### src/rtl/serv_rf_seq.sv
// serv_rf_seq: bit-serial register-file sequencer.
// Reads rs1/rs2 from a W-bit two-port SRAM and streams them LSB first.
// Packs the serial rd result back into W-bit words for write-back.
// The RAM is expected to hold its read data until the next read strobe.
// Optional feature macro: SERV_RF_X0_GUARD_EN (x0 reads as zero, never written).
//
// state     | meaning
// ----------+--------------------------------------------------------------
// ST_IDLE   | waiting for i_rreq; the final rd word may still be written here
// ST_RD1    | reading word 0 of rs1
// ST_RD2    | reading word 0 of rs2, capturing rs1 word 0
// ST_RDY    | o_ready pulse, capturing rs2 word 0, clearing the bit counter
// ST_STREAM | 32 enabled bit cycles with prefetch of later words

module serv_rf_seq #(
  parameter int W = 2,
  localparam int AW = $clog2(1024 / W)
) (
  input  logic          i_clk,
  input  logic          i_rst_n,
  input  logic          i_rreq,
  input  logic [4:0]    i_rs1_addr,
  input  logic [4:0]    i_rs2_addr,
  input  logic [4:0]    i_rd_addr,
  input  logic          i_cnt_en,
  input  logic          i_wen,
  input  logic          i_wdata,
  output logic          o_ready,
  output logic          o_rs1,
  output logic          o_rs2,
  output logic [AW-1:0] o_raddr,
  output logic          o_ren,
  input  logic [W-1:0]  i_rdata,
  output logic [AW-1:0] o_waddr,
  output logic [W-1:0]  o_wdata,
  output logic          o_wen
);

  localparam int NW = 32 / W;
  localparam int LW = $clog2(W);
  localparam logic [LW-1:0] POS_LAST = LW'(W - 1);
  localparam logic [LW-1:0] POS_PRE  = LW'(W - 2);
  localparam logic [4:0]    K_LAST   = 5'(NW - 1);

  typedef enum logic [2:0] {
    ST_IDLE,
    ST_RD1,
    ST_RD2,
    ST_RDY,
    ST_STREAM
  } state_e;

  state_e state_q, state_d;

  logic [4:0]   rs1_a_q, rs1_a_d;
  logic [4:0]   rs2_a_q, rs2_a_d;
  logic [4:0]   rd_a_q, rd_a_d;
  logic [4:0]   cnt_q, cnt_d;
  logic [W-1:0] rs1_sr_q, rs1_sr_d;
  logic [W-1:0] rs2_sr_q, rs2_sr_d;
  logic [W-1:0] wbuf_q, wbuf_d;
  logic         wen_st_q, wen_st_d;
  logic         ready_q, ready_d;
  logic         wr_pend_q, wr_pend_d;
  logic [AW-1:0] waddr_q, waddr_d;
  logic [W-1:0]  wdata_q, wdata_d;

  logic [LW-1:0] bpos;
  logic [4:0]    widx;
  logic          step_en;
  logic          at_last;
  logic          at_pre;
  logic          at_wb;
  logic          more;
  logic          rs1_kill;
  logic          rs2_kill;
  logic          rd_kill;

  // RAM word address: register number in the upper bits, word index below.
  function automatic logic [AW-1:0] mk_addr(input logic [4:0] r, input logic [4:0] k);
    logic [9:0] full;
    full = ({r, 5'd0} >> LW) | {5'd0, k};
    return full[AW-1:0];
  endfunction

  assign bpos    = cnt_q[LW-1:0];
  assign widx    = cnt_q >> LW;
  assign step_en = (state_q == ST_STREAM) && i_cnt_en;
  assign at_last = (bpos == POS_LAST);
  assign at_pre  = (bpos == POS_PRE);
  assign at_wb   = (bpos == '0) && (cnt_q != 5'd0);
  assign more    = (widx != K_LAST);

`ifdef SERV_RF_X0_GUARD_EN
  assign rs1_kill = (rs1_a_q == 5'd0);
  assign rs2_kill = (rs2_a_q == 5'd0);
  assign rd_kill  = (rd_a_q == 5'd0);
`else
  assign rs1_kill = 1'b0;
  assign rs2_kill = 1'b0;
  assign rd_kill  = 1'b0;
`endif

  // State register.
  always_ff @(posedge i_clk or negedge i_rst_n) begin
    if (!i_rst_n) begin
      state_q <= ST_IDLE;
    end else begin
      state_q <= state_d;
    end
  end

  // Next-state decode; i_rreq only matters in idle.
  always_comb begin
    state_d = state_q;
    case (state_q)
      ST_IDLE:   if (i_rreq) state_d = ST_RD1;
      ST_RD1:    state_d = ST_RD2;
      ST_RD2:    state_d = ST_RDY;
      ST_RDY:    state_d = ST_STREAM;
      ST_STREAM: if (i_cnt_en && (cnt_q == 5'd31)) state_d = ST_IDLE;
      default:   state_d = ST_IDLE;
    endcase
  end

  // Datapath next values: address latch, shift registers, counter, write packer.
  always_comb begin
    rs1_a_d   = rs1_a_q;
    rs2_a_d   = rs2_a_q;
    rd_a_d    = rd_a_q;
    cnt_d     = cnt_q;
    rs1_sr_d  = rs1_sr_q;
    rs2_sr_d  = rs2_sr_q;
    wbuf_d    = wbuf_q;
    wen_st_d  = wen_st_q;
    ready_d   = (state_d == ST_RDY);
    wr_pend_d = 1'b0;
    waddr_d   = waddr_q;
    wdata_d   = wdata_q;

    if ((state_q == ST_IDLE) && i_rreq) begin
      rs1_a_d = i_rs1_addr;
      rs2_a_d = i_rs2_addr;
      rd_a_d  = i_rd_addr;
    end

    if (state_q == ST_RD2) begin
      rs1_sr_d = i_rdata;
    end

    if (state_q == ST_RDY) begin
      rs2_sr_d = i_rdata;
      cnt_d    = 5'd0;
    end

    if (step_en) begin
      cnt_d    = cnt_q + 5'd1;
      rs1_sr_d = rs1_sr_q >> 1;
      rs2_sr_d = rs2_sr_q >> 1;
      // rs1 word k+1 arrives from the read issued one bit earlier.
      if (at_last && more) begin
        rs1_sr_d = i_rdata;
      end
      // rs2 word k+1 arrives just in time: bit 0 goes straight out, rest is kept.
      if (at_wb) begin
        rs2_sr_d = i_rdata >> 1;
      end
      wbuf_d[bpos] = i_wdata;
      if (at_last) begin
        wen_st_d  = 1'b0;
        wr_pend_d = (wen_st_q | i_wen) & ~rd_kill;
        waddr_d   = mk_addr(rd_a_q, widx);
        wdata_d   = wbuf_d;
      end else begin
        wen_st_d = wen_st_q | i_wen;
      end
    end
  end

  // Datapath registers; reset also drops any pending write.
  always_ff @(posedge i_clk or negedge i_rst_n) begin
    if (!i_rst_n) begin
      rs1_a_q   <= 5'd0;
      rs2_a_q   <= 5'd0;
      rd_a_q    <= 5'd0;
      cnt_q     <= 5'd0;
      rs1_sr_q  <= '0;
      rs2_sr_q  <= '0;
      wbuf_q    <= '0;
      wen_st_q  <= 1'b0;
      ready_q   <= 1'b0;
      wr_pend_q <= 1'b0;
      waddr_q   <= '0;
      wdata_q   <= '0;
    end else begin
      rs1_a_q   <= rs1_a_d;
      rs2_a_q   <= rs2_a_d;
      rd_a_q    <= rd_a_d;
      cnt_q     <= cnt_d;
      rs1_sr_q  <= rs1_sr_d;
      rs2_sr_q  <= rs2_sr_d;
      wbuf_q    <= wbuf_d;
      wen_st_q  <= wen_st_d;
      ready_q   <= ready_d;
      wr_pend_q <= wr_pend_d;
      waddr_q   <= waddr_d;
      wdata_q   <= wdata_d;
    end
  end

  // Read strobes, read address and serial outputs per state.
  always_comb begin
    o_ren   = 1'b0;
    o_raddr = '0;
    o_rs1   = 1'b0;
    o_rs2   = 1'b0;
    case (state_q)
      ST_RD1: begin
        o_ren   = 1'b1;
        o_raddr = mk_addr(rs1_a_q, 5'd0);
      end
      ST_RD2: begin
        o_ren   = 1'b1;
        o_raddr = mk_addr(rs2_a_q, 5'd0);
      end
      ST_STREAM: begin
        o_rs1 = rs1_sr_q[0] & ~rs1_kill;
        o_rs2 = (at_wb ? i_rdata[0] : rs2_sr_q[0]) & ~rs2_kill;
        if (i_cnt_en && more) begin
          if (at_pre) begin
            o_ren   = 1'b1;
            o_raddr = mk_addr(rs1_a_q, widx + 5'd1);
          end else if (at_last) begin
            o_ren   = 1'b1;
            o_raddr = mk_addr(rs2_a_q, widx + 5'd1);
          end
        end
      end
      default: begin
      end
    endcase
  end

  assign o_ready = ready_q;
  assign o_wen   = wr_pend_q;
  assign o_waddr = waddr_q;
  assign o_wdata = wdata_q;

endmodule

### config.mk
export PLATFORM = sky130hd
export DESIGN_NAME = serv_rf_seq
export DESIGN_NICKNAME = d
export VERILOG_FILES = /design/src/rtl/serv_rf_seq.sv
export SDC_FILE = /design/constraint.sdc
export NUM_CORES = 1
export LEC_CHECK = 0
export ABC_AREA = 1
export BUFFER_PORTS_ARGS = -buffer_cell sky130_fd_sc_hd__buf_2
export CORE_MARGIN = 5
export CORE_UTILIZATION = 48
export DETAILED_ROUTE_END_ITERATION = 8
export GPL_ROUTABILITY_DRIVEN = 1
export GPL_TIMING_DRIVEN = 0
export PLACE_DENSITY = 0.75
export SYNTH_ARGS = -nofsm -noshare
export SYNTH_HDL_FRONTEND = slang
export SYNTH_SLANG_ARGS = --single-unit
export TNS_END_PERCENT = 1
### constraint.sdc
create_clock -name i_clk -period 1.5 [get_ports i_clk]
set_input_delay 0 -clock i_clk [delete_from_list [all_inputs] [get_ports i_clk]]
set_output_delay 0 -clock i_clk [all_outputs]
set_load 0.02 [all_outputs]
==> flow_metrics.tcl, run 1 <==
set metrics [dict create \
    status "finished with violations" \
    violations "negative setup slack" \
    fillers 321 \
    cts_buffers 5 \
    grt_max_degree 43 \
    io_buffers 47 \
    core_mm2 0.00409 \
    synth_seq_cells 42 \
    drcViolationCount 0 \
    cp_common_cell "nand2_1" \
    synth_edf_count 0 \
    initial_core_util 0.504 \
    die_height_um 75.5 \
    worst_ep_required_time_ps 1500 \
    fp.dieW_um 75.5 \
    syn_to_final_growth_pct 39.4 \
    setup_ws_ps -126 \
    ant_nets 0 \
    period_minus_slack_ps 1630 \
    vias 1802 \
    final_common_cell "nand2_1" \
    slowest_delay_ps 410 \
    r2r-start "state_q[2]$_DFF_PN0_" \
    antenna_found_initial 0 \
    die_area_mm2 0.00570 \
    worstPathMaxFanout 3 \
    io_pins 48 \
    slowest_stage "dfrtp_1" \
    num_antenna_cells 0 \
    clock_sinks 42 \
    cts_buffer_depth 2 \
    mostFrequentLayoutCells "nand2_1 (54), dfrtp_1 (40), buf_2 (38)" \
    synth_area_leader_cell "dfrtp_1" \
    gp_congestion 0.808 \
    rsz0062_at_grt "true" \
    fmax_mhz 615 \
    ir_drop_mv 0.998 \
    fin_util 0.702 \
    firstDrtPassIters 5 \
    ys_warn_count 0 \
    hold_ws_ps 41.6 \
    multi_input_area_um2 927 \
    crit_chain "buf_6 > inv_4 > ha_4 > inv_2 > nor2_1 > nand2_1 > nand2_1 > nand2_1 > a21oi_2 > buf_6" \
    fin_tns_setup_ps -1020 \
    drtIter0Drc 145 \
    endpoint_kind "output port" \
    cp_num_buf_inv 4 \
    postSynthCellCount 223 \
    worst_pin_slew_ps 934 \
    slew_violations 0 \
    cellPowerDensity_mw_per_mm2 1790 \
    post-route-period-util 1.08 \
    cp.arrival_ps 1630 \
    drt-total-wl_um 5050 \
    power_leakage_nw 1.46 \
    overflow 0 \
    yosysUniqueCellTypes 30 \
    hp-start "i_cnt_en" \
    dp_hpwl_um 3220 \
    clock_skew_ps 9.88 \
    nNetsFinal 337 \
    syn-cell-area_mm2 0.00206 \
    maxCapViolCount 0 \
    yosys.area.top_type_share 0.511 \
    dpl_worst_slack_ps -211 \
    ctsHtreeMaxLevel 2 \
    layout-drive-gt1-share 0.370 \
    grt_pass1_wl_um 8450 \
    start_kind "flop" \
    grt_pass1_vias 1822 \
    grt_usage 0.198 \
    clk_latency_ps 290 \
    ys.flop_type "dfrtp_1" \
    finalSetupViolations 11 \
    synth_nets 250 \
    worstSetupStartpoint "cnt_q[1]$_DFFE_PN0P_" \
    viasPerCell 4.99 \
    timing.slew.headroom 0.377 \
    routedWlPerCell_um 14.0 \
    clk_pin_slew_ps 80 \
    worstSetupPathType "reg -> out" \
    cts_tree "built" \
    seqCellArea_mm2 0.00105 \
    synth_seq_area_share 0.511 \
    cpLargestDelayFamily "flip-flops" \
    ctsRootBufferMaster "clkbuf_8" \
    async_flop_share 1.00 \
    hold_viol 0 \
    num_rows 23 \
    synth_area_leaders "dfrtp_1 (51%), nand2_1 (10%), mux2_2 (4.4%)" \
    hp-class "in -> reg" \
    synth.avg_cell_area_um2 9.23 \
]
through the flow:
stage               instance area, um2  std cells  power [W]
floorplan                         2060        223    0.00336
global placement                  2360        320    0.00390
detailed placement                2360        320    0.00397
CTS                               2830        358    0.00506
global route                      2870        361    0.00553
finish                            2870        361    0.00515
final timing paths:
check                                              end  slack [ps]  depth (start not counted)
min in group asynchronous        rd_a_q[3]$_DFFE_PN0P_         390                          2
worst max-delay path                             o_rs2        -130                         10
worst max register to register  rs2_a_q[1]$_DFFE_PN0P_          50                          4
max in group asynchronous         cnt_q[0]$_DFFE_PN0P_         460                          2
worst min register to register  o_waddr[8]$_DFFE_PN0P_         480                          2
worst min-delay path              state_q[2]$_DFF_PN0_          40                          4
area by class of cell:
type                            instances  area share
Sequential cell                        42       0.367
Multi-Input combinational cell        153       0.323
Timing Repair Buffer                   80       0.199
Inverter                               20      0.0305
Clock buffer                            6      0.0288
Buffer                                  8      0.0249
Tap cell                               50      0.0218
Clock inverter                          2     0.00436
where the power goes:
| group | internal (W) | leakage (nW) | switching [W] | total (W) |
|---|---|---|---|---|
| logic | 0.00108 | 0.892 | 0.00148 | 0.00256 |
| registers | 0.00158 | 0.522 | 0.000249 | 0.00183 |
| clock network | 0.000370 | 0.0472 | 0.000387 | 0.000757 |
cells by family (layout without fill, tap and decap cells):
group,after synthesis,in the layout,share of synthesized area
AND/OR/NAND/NOR,99,99,0.227
flip-flops,42,42,0.511
AO/OA/AOI/OAI,37,37,0.103
buffers and inverters,28,116,0.0675
multiplexers,10,10,0.0547
adder cells (fa/ha/maj),4,4,0.0243
XOR/XNOR,3,3,0.0128
worst min-delay path, cell delays in order:
cell	delay, ps
buf_2	110
nand2_1	50
nand3_1	80
nand2_1	60
synthesized netlist by cell type, types with 2 or more instances:
library cell	number
nand2_1	56
dfrtp_1	42
inv_1	18
nor2_1	17
nand3_1	16
o21ai_0	10
o21ai_1	9
mux2_2	8
a21oi_1	7
o211ai_1	5
ha_1	4
clkbuf_1	3
nand2_4	3
a21oi_2	2
buf_2	2
buf_6	2
mux2_1	2
nor2_8	2
o21a_1	2
o22ai_1	2
xor2_1	2
timing repair:
action / 4_1_cts / 5_1_grt
buffers inserted: 10 / 3
hold buffers: 20 / 0
setup endpoints to repair: 12 / 14
gates resized for setup: 36 / 6
pin swaps: 6 / 8
hold endpoints to repair: 62 / 0
flip-flops by register name, indices dropped and copies added (netlist names):
register	flops
cnt_q	5
o_ready	1
o_waddr	9
o_wdata	2
o_wen	1
rd_a_q	5
rs1_a_q	5
rs1_sr_q	2
rs2_a_q	5
rs2_sr_q	2
state_q	3
wbuf_q	1
wen_st_q	1
per-layer routing:
metal | vias to the layer above | track usage | routed length [um]
li1 | 897 | - | -
met4 | 0 | 0.0835 | 72
met5 | - | 0 | 0
met3 | 6 | 0.0383 | 315
met1 | 852 | 0.250 | 2150
met2 | 47 | 0.333 | 2510
No activity file was read; power rests on OpenSTA's default activity.
==> inputs of run 2 (changes only) <==
--- a/config.mk
+++ b/config.mk
@@ -7,12 +7,13 @@
 export LEC_CHECK = 0
 export ABC_AREA = 1
 export BUFFER_PORTS_ARGS = -buffer_cell sky130_fd_sc_hd__buf_2
+export CAP_MARGIN = 30
 export CORE_MARGIN = 5
-export CORE_UTILIZATION = 48
+export CORE_UTILIZATION = 40
 export DETAILED_ROUTE_END_ITERATION = 8
 export GPL_ROUTABILITY_DRIVEN = 1
 export GPL_TIMING_DRIVEN = 0
-export PLACE_DENSITY = 0.75
+export SETUP_SLACK_MARGIN = 0.5
 export SYNTH_ARGS = -nofsm -noshare
 export SYNTH_HDL_FRONTEND = slang
 export SYNTH_SLANG_ARGS = --single-unit
==> flow_metrics.tcl, run 2 (synthesis results as in run 1) <==
set metrics [dict create \
    overflow 0 \
    clk_latency_ps 300 \
    final_common_cell "nand2_1" \
    mostFrequentLayoutCells "nand2_1 (50), dfrtp_1 (39), buf_2 (35)" \
    ff2ff_setup_slack_ps 90 \
    grt_pass1_wl_um 8650 \
    io_buffers 47 \
    ctsHtreeMaxLevel 2 \
    cts_buffers 5 \
    viasPerCell 4.74 \
    grt_max_degree 28 \
    post-route-period-util 1.10 \
    fin_tns_setup_ps -1010 \
    fin_util 0.598 \
    grt_usage 0.173 \
    maxCapViolCount 0 \
    worst_pin_slew_ps 436 \
    hold_viol 0 \
    initial_core_util 0.408 \
    drtIter0Drc 100 \
    gp_congestion 0.804 \
    cellPowerDensity_mw_per_mm2 1790 \
    slew_violations 0 \
    die_height_um 81.7 \
    drt-total-wl_um 4930 \
    drcViolationCount 0 \
    hp-class "in -> reg" \
    endpoint_kind "output port" \
    num_rows 26 \
    hp-start "i_cnt_en" \
    fp.dieW_um 81.7 \
    vias 1792 \
    violations "negative setup slack" \
    worstSetupPathType "reg -> out" \
    setup_ws_ps -156 \
    status "finished with violations" \
    nNetsFinal 334 \
    firstDrtPassIters 4 \
    cp.arrival_ps 1660 \
    num_antenna_cells 0 \
    ir_drop_mv 1.05 \
    die_area_mm2 0.00668 \
    dp_hpwl_um 3420 \
    clock_sinks 42 \
    power_leakage_nw 1.49 \
    worstSetupStartpoint "cnt_q[0]$_DFFE_PN0P_" \
    worst_ep_required_time_ps 1500 \
    finalSetupViolations 11 \
    rsz0062_at_grt "true" \
    ctsRootBufferMaster "clkbuf_8" \
    largest_register_ffs 9 \
    fmax_mhz 604 \
    core_mm2 0.00504 \
    dpl_worst_slack_ps -133 \
    grt_pass1_vias 1841 \
    cts_buffer_depth 2 \
    io_pins 48 \
    period_minus_slack_ps 1660 \
    clock_skew_ps 8.35 \
    layout-drive-gt1-share 0.406 \
    worstPathMaxFanout 3 \
    start_kind "flop" \
    ant_nets 0 \
    r2r-start "cnt_q[1]$_DFFE_PN0P_" \
    routedWlPerCell_um 13.0 \
    cts_tree "built" \
    clk_pin_slew_ps 90 \
    syn_to_final_growth_pct 46.4 \
    timing.slew.headroom 0.709 \
    antenna_found_initial 0 \
]
-- run 2: cell types whose count changed in the layout (fill, tap and decap cells not counted), sizes merged --
cell      before  now
clkinvlp       1    0
buf           66   63
bufinv         0    1
inv           20   21
clkbuf         8    7
-- run 2: metal layers --
layer / up-vias / wire (um) / track usage
met5: - / 0 / 0
met3: 7 / 278 / 0.0537
met4: 0 / 69 / 0.0548
met2: 38 / 2370 / 0.284
li1: 899 / - / -
met1: 848 / 2210 / 0.219
-- run 2: what timing repair did --
item                                   CTS  global route
endpoints found under the hold margin   63             0
hold buffers                            20             0
resized for setup                       40            21
setup buffers                            7             2
gates cloned                             0             0
pin swaps                                9            13
setup endpoints to repair               54            54
-- run 2: final timing paths --
check	end	cells after the start
max reg2reg	cnt_q[4]$_DFFE_PN0P_	7
max in group asynchronous	cnt_q[2]$_DFFE_PN0P_	3
min reg2reg	o_waddr[5]$_DFFE_PN0P_	2
min in group asynchronous	rs1_sr_q[1]$_DFFE_PN0P_	2
max	o_rs2	10
min	state_q[2]$_DFF_PN0_	4
-- run 2: layout make-up --
cell class                      count  area (um2)
Fill cell                         454        2030
Buffer                              8        92.6
Inverter                           20        85.1
Clock inverter                      3        43.8
Multi-Input combinational cell    153        1010
Clock buffer                        5        68.8
Sequential cell                    42        1050
Timing Repair Buffer               77         572
Tap cell                           70        87.6
-- run 2: power breakdown --
group	internal [W]	switching (W)	leakage (nW)
combinational	0.00112	0.00152	0.911
clock	0.000499	0.000423	0.0585
sequential	0.00158	0.000263	0.520
-- run 2: metrics by stage --
stage	cells	cell area [um2]	hold WS, ps	power [W]
5_1_grt	378	3010	58.7	0.00584
2_1_floorplan	223	2110	-296	0.00343
4_1_cts	376	2950	10.0	0.00534
3_3_place_gp	340	2430	209	0.00401
6_report	378	3010	38.9	0.00541
3_5_place_dp	341	2450	-46.5	0.00406
-- run 2: worst max-delay path, cell delays in order (launching register included) --
cell and delay, ps:
dfrtp_2 440, inv_4 70, buf_8 90, ha_4 110
inv_2 30, nor2_2 110, nand2_2 90, nand2_2 80
nand2_2 60, a21oi_4 140, buf_6 130
==> inputs of run 3 (changes only) <==
--- a/config.mk
+++ b/config.mk
@@ -13,6 +13,7 @@
 export DETAILED_ROUTE_END_ITERATION = 8
 export GPL_ROUTABILITY_DRIVEN = 1
 export GPL_TIMING_DRIVEN = 0
+export PLACE_DENSITY = 0.75
 export SETUP_SLACK_MARGIN = 0.5
 export SYNTH_ARGS = -nofsm -noshare
 export SYNTH_HDL_FRONTEND = slang
==> flow_metrics.tcl, run 3 (synthesis results as in run 1) <==
set metrics [dict create \
    status "finished with violations" \
    violations "negative setup slack" \
    worstPathMaxFanout 3 \
    setup_ws_ps -172 \
    grt_pass1_vias 1888 \
    start_kind "flop" \
    worst_pin_slew_ps 431 \
    grt_pass1_wl_um 8790 \
    largest_register_ffs 9 \
    period_minus_slack_ps 1670 \
    dp_cells 340 \
    clk_latency_ps 300 \
    layout-drive-gt1-share 0.395 \
    finalSetupViolations 11 \
    clk_pin_slew_ps 90 \
    overflow 0 \
    ant_nets 0 \
    grt_usage 0.172 \
    drtIter0Drc 83 \
    power_switching_w 0.00220 \
    fp.dieW_um 81.7 \
    drt-total-wl_um 5020 \
    die_area_mm2 0.00668 \
    vias 1823 \
    hp-class "in -> async" \
    fin_util 0.589 \
    timing.slew.headroom 0.712 \
    p_sw_frac 0.416 \
    design_area_mm2 0.00297 \
    gp_congestion 0.769 \
    io_buffers 47 \
    io_pins 48 \
    num_rows 26 \
    p_clk_frac 0.147 \
    ir_drop_mv 1.44 \
    grt_util_met2 0.285 \
    maxCapViolCount 0 \
    busiest_layer "met2" \
    clock_sinks 42 \
    num_antenna_cells 0 \
    power_leakage_nw 1.47 \
    syn_to_final_growth_pct 44.3 \
    fmax_mhz 598 \
    slew_violations 0 \
    antenna_found_initial 0 \
    nNetsFinal 332 \
    grt_use_met1 0.215 \
    cellPowerDensity_mw_per_mm2 1780 \
    die_height_um 81.7 \
    ctsHtreeMaxLevel 2 \
    dp_hpwl_um 3310 \
    cts_tree "built" \
    worst_ep_required_time_ps 1500 \
    firstDrtPassIters 4 \
    mostFrequentLayoutCells "nand2_1 (48), dfrtp_1 (39), buf_2 (37)" \
    pwr-share-comb 0.497 \
    final_common_cell "nand2_1" \
    grt_max_degree 43 \
    routedWlPerCell_um 13.4 \
    seq_power_share 0.355 \
    grt_use_met3 0.0417 \
    dpl_worst_slack_ps -122 \
    endpoint_kind "output port" \
    final_cells 376 \
    cts_buffer_depth 2 \
    clock_skew_ps 14.2 \
    hold_viol 0 \
    ctsRootBufferMaster "clkbuf_8" \
    viasPerCell 4.85 \
    core_mm2 0.00504 \
    fin_tns_setup_ps -1140 \
    placed_area_mm2 0.00243 \
    initial_core_util 0.408 \
    rsz0062_at_grt "true" \
    cts_buffers 5 \
    drcViolationCount 0 \
    worstSetupPathType "reg -> out" \
    intPower_w 0.00309 \
    post-route-period-util 1.11 \
    cp.arrival_ps 1670 \
]
## run 3: cell count changes in the layout (fill, tap and decap cells not counted), sizes merged
cell	previous run	this run
bufinv	1	0
clkbuf	7	8
dlygate4sd3	20	19
inv	21	20
## run 3: cell type report
class,count,area (um2)
Inverter,20,87.6
Multi-Input combinational cell,153,1000
Sequential cell,42,1050
Buffer,8,83.8
Clock inverter,1,8.76
Fill cell,437,2070
Tap cell,70,87.6
Timing Repair Buffer,75,556
Clock buffer,7,86.3
## run 3: final timing paths
check,end,cells past startpoint,from,slack [ps]
min in group i_clk,state_q[2]$_DFF_PN0_,4,i_cnt_en,30
setup / recovery,o_rs2,10,cnt_q[0]$_DFFE_PN0P_,-170
max in group asynchronous,rs1_sr_q[0]$_DFFE_PN0P_,3,i_rst_n,1080
setup reg to reg,cnt_q[4]$_DFFE_PN0P_,7,cnt_q[1]$_DFFE_PN0P_,70
hold reg to reg,wbuf_q[0]$_DFFE_PN0P_,2,wbuf_q[0]$_DFFE_PN0P_,480
hold / removal,rd_a_q[2]$_DFFE_PN0P_,2,i_rst_n,10
## run 3: what timing repair did
action / in CTS / in global routing
pin swaps: 12 / 12
hold buffers: 18 / 1
buffers inserted: 7 / 1
endpoints found under the setup margin: 54 / 54
gates resized for setup: 39 / 23
endpoints found under the hold margin: 62 / 42
## run 3: per-layer routing
metal,up-vias,share of wire
li1,893,-
met2,55,0.51
met1,861,0.41
met5,-,0
met4,0,0.029
met3,14,0.045
## run 3: power by group through the flow
stage	Clock, W	Combinational, W	Sequential, W
floorplan	0	0.00146	0.00197
global placement	0	0.00211	0.00187
detailed placement	0	0.00217	0.00189
CTS	0.000788	0.00251	0.00187
global route	0.000850	0.00290	0.00194
finish	0.000779	0.00263	0.00188
## run 3: critical path, stage by stage (launching register included)
cell and delay (ps):
dfrtp_2 410, clkinv_4 60, buf_8 120, ha_4 140
inv_2 40, nor2_1 30, nand2_1 120, buf_6 120
nand3_4 60, a21oi_4 150, buf_6 130
## run 3: through the flow
stage / hold slack (ps) / power (W)
6_report: 14.7 / 0.00529
3_5_place_dp: 188 / 0.00406
3_3_place_gp: 189 / 0.00398
2_1_floorplan: -296 / 0.00343
4_1_cts: -131 / 0.00517
5_1_grt: 7.67 / 0.00568
